[src/rtl/input_vector_loader.sv]
// input_vector_loader: assembles a framed word stream into one wide vector for the output-bit modules.
// Optional even-parity check on each accepted word when LOADER_PARITY_EN is defined.
module input_vector_loader #(
    parameter int VEC_W  = 1894,
    parameter int WORD_W = 32
) (
    input  logic              clk,
    input  logic              rst_n,
    input  logic [WORD_W-1:0] in_data,
    input  logic              in_valid,
    input  logic              in_last,
`ifdef LOADER_PARITY_EN
    input  logic              in_parity,
`endif
    output logic              in_ready,
    output logic [VEC_W-1:0]  i_vec,
    output logic              vec_valid,
    input  logic              vec_ack,
    output logic              frame_err,
    output logic [15:0]       frame_cnt
);
    localparam int NWORDS = (VEC_W + WORD_W - 1) / WORD_W;
    localparam int CW = NWORDS > 1 ? $clog2(NWORDS) : 1;
    localparam logic [CW-1:0] LASTW = CW'(NWORDS - 1);

    typedef enum logic [1:0] {LOAD, PRESENT, DRAIN} state_t;

    state_t        r_state, w_state;
    logic [CW-1:0] r_wcnt, w_wcnt;
    logic          r_ready, r_valid, r_err;
    logic [15:0]   r_cnt;
    logic          w_acc, w_wr, w_perr, w_err;

    assign w_acc = in_valid & r_ready;
    assign w_wr  = w_acc & (r_state == LOAD);
`ifdef LOADER_PARITY_EN
    assign w_perr = ^in_data ^ in_parity;
`else
    assign w_perr = 1'b0;
`endif

    // Any frame-ending event in LOAD resets the word count; only a clean, full-length frame presents.
    always_comb begin
        w_state = r_state;
        w_wcnt  = r_wcnt;
        w_err   = 1'b0;
        case (r_state)
            LOAD: if (w_acc) begin
                w_wcnt = r_wcnt + 1'b1;
                if (w_perr || in_last || r_wcnt == LASTW) begin
                    w_wcnt  = '0;
                    w_err   = w_perr || !in_last || r_wcnt != LASTW;
                    w_state = in_last ? (w_err ? LOAD : PRESENT) : DRAIN;
                end
            end
            PRESENT: w_state = vec_ack ? LOAD : PRESENT;
            DRAIN:   w_state = (w_acc && in_last) ? LOAD : DRAIN;
            default: w_state = LOAD;
        endcase
    end

    always_ff @(posedge clk or negedge rst_n) begin
        if (!rst_n) begin
            r_state <= LOAD;
            r_wcnt  <= '0;
            r_ready <= 1'b0;
            r_valid <= 1'b0;
            r_err   <= 1'b0;
            r_cnt   <= '0;
        end else begin
            r_state <= w_state;
            r_wcnt  <= w_wcnt;
            r_ready <= w_state != PRESENT;
            r_valid <= w_state == PRESENT;
            r_err   <= w_err;
            r_cnt   <= r_cnt + 16'(r_state == PRESENT && vec_ack);
        end
    end

    // One register per word slice; the final slice is truncated to the vector width.
    for (genvar k = 0; k < NWORDS; k++) begin : g_word
        localparam int LO = k * WORD_W;
        localparam int LW = (VEC_W - LO < WORD_W) ? VEC_W - LO : WORD_W;
        logic [LW-1:0] r_slice;
        always_ff @(posedge clk or negedge rst_n) begin
            if (!rst_n)
                r_slice <= '0;
            else if (w_wr && r_wcnt == CW'(k))
                r_slice <= in_data[LW-1:0];
        end
        assign i_vec[LO +: LW] = r_slice;
    end

    assign in_ready  = r_ready;
    assign vec_valid = r_valid;
    assign frame_err = r_err;
    assign frame_cnt = r_cnt;
endmodule

[config.mk]
export PLATFORM = sky130hd
export DESIGN_NAME = input_vector_loader
export DESIGN_NICKNAME = d
export VERILOG_FILES = /design/src/rtl/input_vector_loader.sv
export SDC_FILE = /design/constraint.sdc
export NUM_CORES = 2
export LEC_CHECK = 0
export CAP_MARGIN = 30
export CORE_AREA = 2 2 752 754
export CTS_BUF_LIST = sky130_fd_sc_hd__clkbuf_16
export DETAILED_ROUTE_END_ITERATION = 8
export DIE_AREA = 0 0 754 756
export PLACE_DENSITY = 0.32
export SETUP_SLACK_MARGIN = 0.2
export SYNTH_ARGS = -nofsm -noshare
export SYNTH_HDL_FRONTEND = slang
export SYNTH_SLANG_ARGS = --single-unit
[constraint.sdc]
create_clock -name clk -period 2.9 [get_ports clk]
set_clock_uncertainty 0.05 [all_clocks]
set_input_delay 0.435 -clock clk [delete_from_list [all_inputs] [get_ports clk]]
set_output_delay 0.435 -clock clk [all_outputs]
set_load 0.01 [all_outputs]
# Word level (Yosys, flattened, before mapping)
# Cells that the tools add are included.
[word_totals]
regBits = 1921
input_bits = 37
out_inout_bits = 1913
word_cells = 213
[classes]
addsub = 2
n_eq_ne = 64
mux = 11
bitwise_logic = 2
reduce_logical = 68
[op_table]
columns = ["cell", "count"]
rows = [
  ["$eq A6 B6 Y1 const B", 28],
  ["$eq A6 B5 Y1 const B", 16],
  ["$logic_and A1 B1 Y1", 62],
  ["$eq A6 B4 Y1 const B", 8],
  ["$eq A6 B3 Y1 const B", 4],
  ["$add A16 B1 Y16", 1],
  ["$eq A6 B2 Y1 const B", 2],
  ["$mux W2", 4],
  ["$add A6 B1 Y6 const B", 1],
  ["$eq A6 B1 Y1 const B", 1],
  ["$logic_not A6 Y1", 1],
  ["$mux W6", 1],
  ["$ne A6 B6 Y1 const B", 1],
  ["$pmux W2 S3", 1],
  ["$mux W1", 5],
  ["$eq A2 B1 Y1 const B", 2],
  ["$and A1 B1 Y1", 2],
  ["$eq A2 B2 Y1 const B", 1],
  ["$logic_not A2 Y1", 1],
  ["$logic_or A1 B1 Y1", 2],
  ["$ne A2 B1 Y1 const B", 1],
  ["$reduce_and A2 Y1", 1],
  ["$logic_not A1 Y1", 1],
]

# Longest topological paths before layout
[depth]
ltp_word = 8
mapped_depth = 9
depth_no_buf = 7

# Worst setup path after synthesis
# Ideal clock, no wire load.
[synth_path]
kind = "register to register"
startpoint = "register r_wcnt[0]"
endpoint = "register g_word[44].r_slice[10]"
setup_time_ps = 125
t_arrival_ps = 1861
required_time_ps = 2725
setup_slack_ps = 865
path_stages_with_launch = 8
n_path_buf = 2
synth_period_minus_slack_ps = 2035
path_cell_list = "dfrtp_1 > inv_1 > ha_1 > buf_2 > nand3_1 > nor2_1 > buf_2 > mux2_2"
[synth_via]
elab_chain_len = 2
[synth_lines]
columns = ["element", "line_no", "text"]
rows = [
  ["start, declared", "29", "logic [CW-1:0] r_wcnt, w_wcnt;"],
  ["start signal, assigned", "72", "r_wcnt <= w_wcnt;"],
  ["$eq A6 B6 Y1", "88", "else if (w_wr && r_wcnt == CW'(k))"],
  ["$logic_and A1 B1 Y1", "88", ""],
  ["end signal, assigned", "89", "r_slice <= in_data[LW-1:0];"],
  ["end, declared", "84", "logic [LW-1:0] r_slice;"],
]
# No other way between the ends.
# A chain may end at the register's enable or synchronous reset.

# Worst setup path in the final report
[layout_path]
startpoint = "register r_wcnt[2]"
endpoint = "register g_word[43].r_slice[3]"
[layout_via]
elab_chain_len = 2
[layout_lines]
columns = ["element", "line_no"]
rows = [
  ["$eq A6 B6 Y1", "88"],
  ["$logic_and A1 B1 Y1", "88"],
  ["end signal, assigned", "89"],
  ["end, declared", "84"],
]
# No other way between the ends.

==> flow_summary.toml <==
[timing]
worst_pin_slew_ns = 0.819
setup_violations = 0
layout_setup_ws_ns = 0.382
fin_crit_ns = 2.52
hold_viol_final = 0
fmax_mhz = 397
rsz0062_at_grt = "false"
drv_slew = 0
relSlewSlack_pct = 45.4
fin_tns_setup_ns = 0
min_period_over_period_pct = 86.8

[synth]
synth_cell_type_count = 42
ys_seq_area_share_pct = 65.9
ys.flop_type = "dfrtp_1"
ys_ff_latch = 1921
synth_area_mm2 = 0.0729
async_flop_share_pct = 100
avgSynthCellArea_um2 = 16.7
yosys.area.top_type_share_pct = 65.9
ys_top_cells_by_area = "dfrtp_1 (66%), mux2_2 (27%), mux2_1 (1.4%), mux2_4 (1.2%), clkbuf_1 (1.0%)"
ys_warn_count = 0
yosys.area.top_type = "dfrtp_1"
netlist_instances = 4371
synth_edf_count = 0
synth_fp_nets = 4416

[finish]
nets = 6571
fin_area_mm2 = 0.113
drive_above_1_share_pct = 38.2
layout_common_cells = "dfrtp_1 (1920), clkdlybuf4s50_1 (1903), mux2_2 (1743)"
fill_cells = 60200
final_common_cell = "dfrtp_1"
final_cells = 14300
layout-area-overhead-vs-synth_pct = 54.5

[worst_setup_path]
cp.arrival_ns = 3.25
cp-end-kind = "register"
cp_max_fo = 20
required_ns = 3.63
path_class = "register to register"
start_kind = "register"
worst-r2r-cell-count = 8

[power]
p_sw_share_pct = 26.8
p_int_w = 0.0487
total_power_w = 0.0665
p_per_area_mw_per_mm2 = 590
comb_power_share_pct = 11.8
ir_drop_mv = 0.554
leakage_nw = 51.0
p_switching_w = 0.0179
p_seq_share_pct = 43.3
clkPwrFrac_pct = 44.8

[grt]
grt_pass1_vias = 51000
grt_usage_pct = 14.1
grt_pass1_wl_mm = 538
grt_max_degree = 86
antenna_found_initial = 56
grt-ovfl-total = 0

[clock_network]
cts.sinks = 1921
cts_buffer_depth = 4
h-tree-depth = 4
cts-buffers-inserted = 244
cts_tree = "done"
root_buffer = "clkbuf_16"
clkLatencyLatePin_ns = 0.92
cts.clk_slew.worst_paths_ns = 0.06

[detailed_routing]
drtIter0Drc = 1951
num_vias = 47300
viasPerCell = 3.32
drc_errors = 0
wl_mm = 415
first_pass_iters = 4
post_drt_wl_per_cell_um = 29.1
ant_nets = 0

[placement]
placed_area_mm2 = 0.105
gp_congestion = 0.740
port-buffer-count = 1949
post-place-ws_ns = -0.345
dp.cells = 13800
post-dp-hpwl_mm = 301

[floorplanning]
std_cell_rows = 276
coreArea_mm2 = 0.563
dieArea_mm2 = 0.570
fp.dieH_um = 756
io_pins = 1950
initial_core_util_pct = 13.0
die_w_um = 754

[hold_path]
hold_class = "primary input to register"
worstHoldPathCells = 2

[run]
cap_violations = 0

[status]
status = "completed"
power by group through the flow:
| stage | Combinational (W) | Sequential [W] | Clock (W) |
|---|---|---|---|
| 5_1_grt | 0.00835 | 0.0290 | 0.0322 |
| 4_1_cts | 0.00818 | 0.0288 | 0.0312 |
| 2_1_floorplan | 0.00172 | 0.0298 | 0 |
| 6_report | 0.00788 | 0.0288 | 0.0298 |
| 3_3_place_gp | 0.00811 | 0.0293 | 0 |
| 3_5_place_dp | 0.00813 | 0.0293 | 0 |
cell type report:
class | instances | area [um2] | share of cell area [%]
clock buffers | 245 | 6130 | 5.44
repair buffers | 2298 | 24400 | 21.7
diodes | 27 | 67.6 | 0.0600
well taps | 7506 | 9390 | 8.33
clock inverters | 200 | 1550 | 1.38
inverters | 6 | 22.5 | 0.0200
flip-flops and latches | 1921 | 48100 | 42.7
multi-input cells | 2055 | 23000 | 20.4
worst paths after layout:
kind                       slack [ns]           from                endpoint
max                              0.38      r_wcnt[2]   g_word[43].r_slice[3]
min reg2reg                      0.43  frame_cnt[15]           frame_cnt[15]
min                              0.12    in_data[30]  g_word[20].r_slice[30]
max reg2reg                      0.38      r_wcnt[2]   g_word[43].r_slice[3]
min in group asynchronous        0.66          rst_n  g_word[41].r_slice[15]
max in group asynchronous        0.85          rst_n   g_word[51].r_slice[3]
per-stage QoR:
| step | utilization [%] | hold slack, ns |
|---|---|---|
| final | 20.0 | 0.115 |
| after global routing | 20.0 | 0.00963 |
| after CTS | 20.0 | 0.000463 |
| after detailed placement | 18.6 | 0.368 |
| after global placement | 18.6 | 0.365 |
| after floorplan | - | 0.0894 |
routing by layer:
metal	vias to the layer above	GRT usage [%]	wire [um]
met5	-	0	9
met3	408	4.84	34200
li1	19700	-	-
met4	2	3.98	12900
met2	1730	24.2	202000
met1	25500	16.5	166000
flip-flops by register name, indices dropped and copies added, names as in the netlist:
name	flops
frame_err	1
g_word.r_slice	1894
r_state	2
in_ready	1
r_wcnt	6
frame_cnt	16
vec_valid	1
cell families after synthesis:
group / after synthesis / share of synthesized area, %
muxes: 1894 / 29.6
AOI/OAI and AO/OA: 14 / 0.122
DFF: 1921 / 65.9
buffers and inverters: 395 / 2.93
adders and majority gates: 8 / 0.137
and+or+nand+nor: 125 / 1.17
xor gates and xnor gates: 14 / 0.168
worst max-delay path: stages (launching register included):
cell	delay, ns
dfrtp_1	0.36
buf_4	0.19
buf_4	0.20
nor2b_1	0.16
buf_4	0.21
nand2_1	0.27
nor2_4	0.29
buf_12	0.22
mux2_2	0.36
synthesized netlist by cell type (all sizes together), types with 2 or more instances:
library cell,number
a21o,2
a21oi,2
and2,3
and3,2
and4,3
buf,193
clkbuf,196
dfrtp,1921
ha,8
inv,6
mux2,1894
nand2,26
nand3,29
nand3b,3
nand4,8
nor2,39
nor2b,2
nor3,2
nor3b,3
o21ai,5
o31ai,2
or4,2
xnor2,12
xor2,2
timing repair:
action / CTS / global route
gates resized for setup: 20 / 2
pin swaps: 0 / 1
setup buffers: 0 / 1
endpoints found under the hold margin: 690 / 0
setup endpoints to repair: 133 / 35
hold buffers: 17 / 0
(Power assumes the default switching activity.)
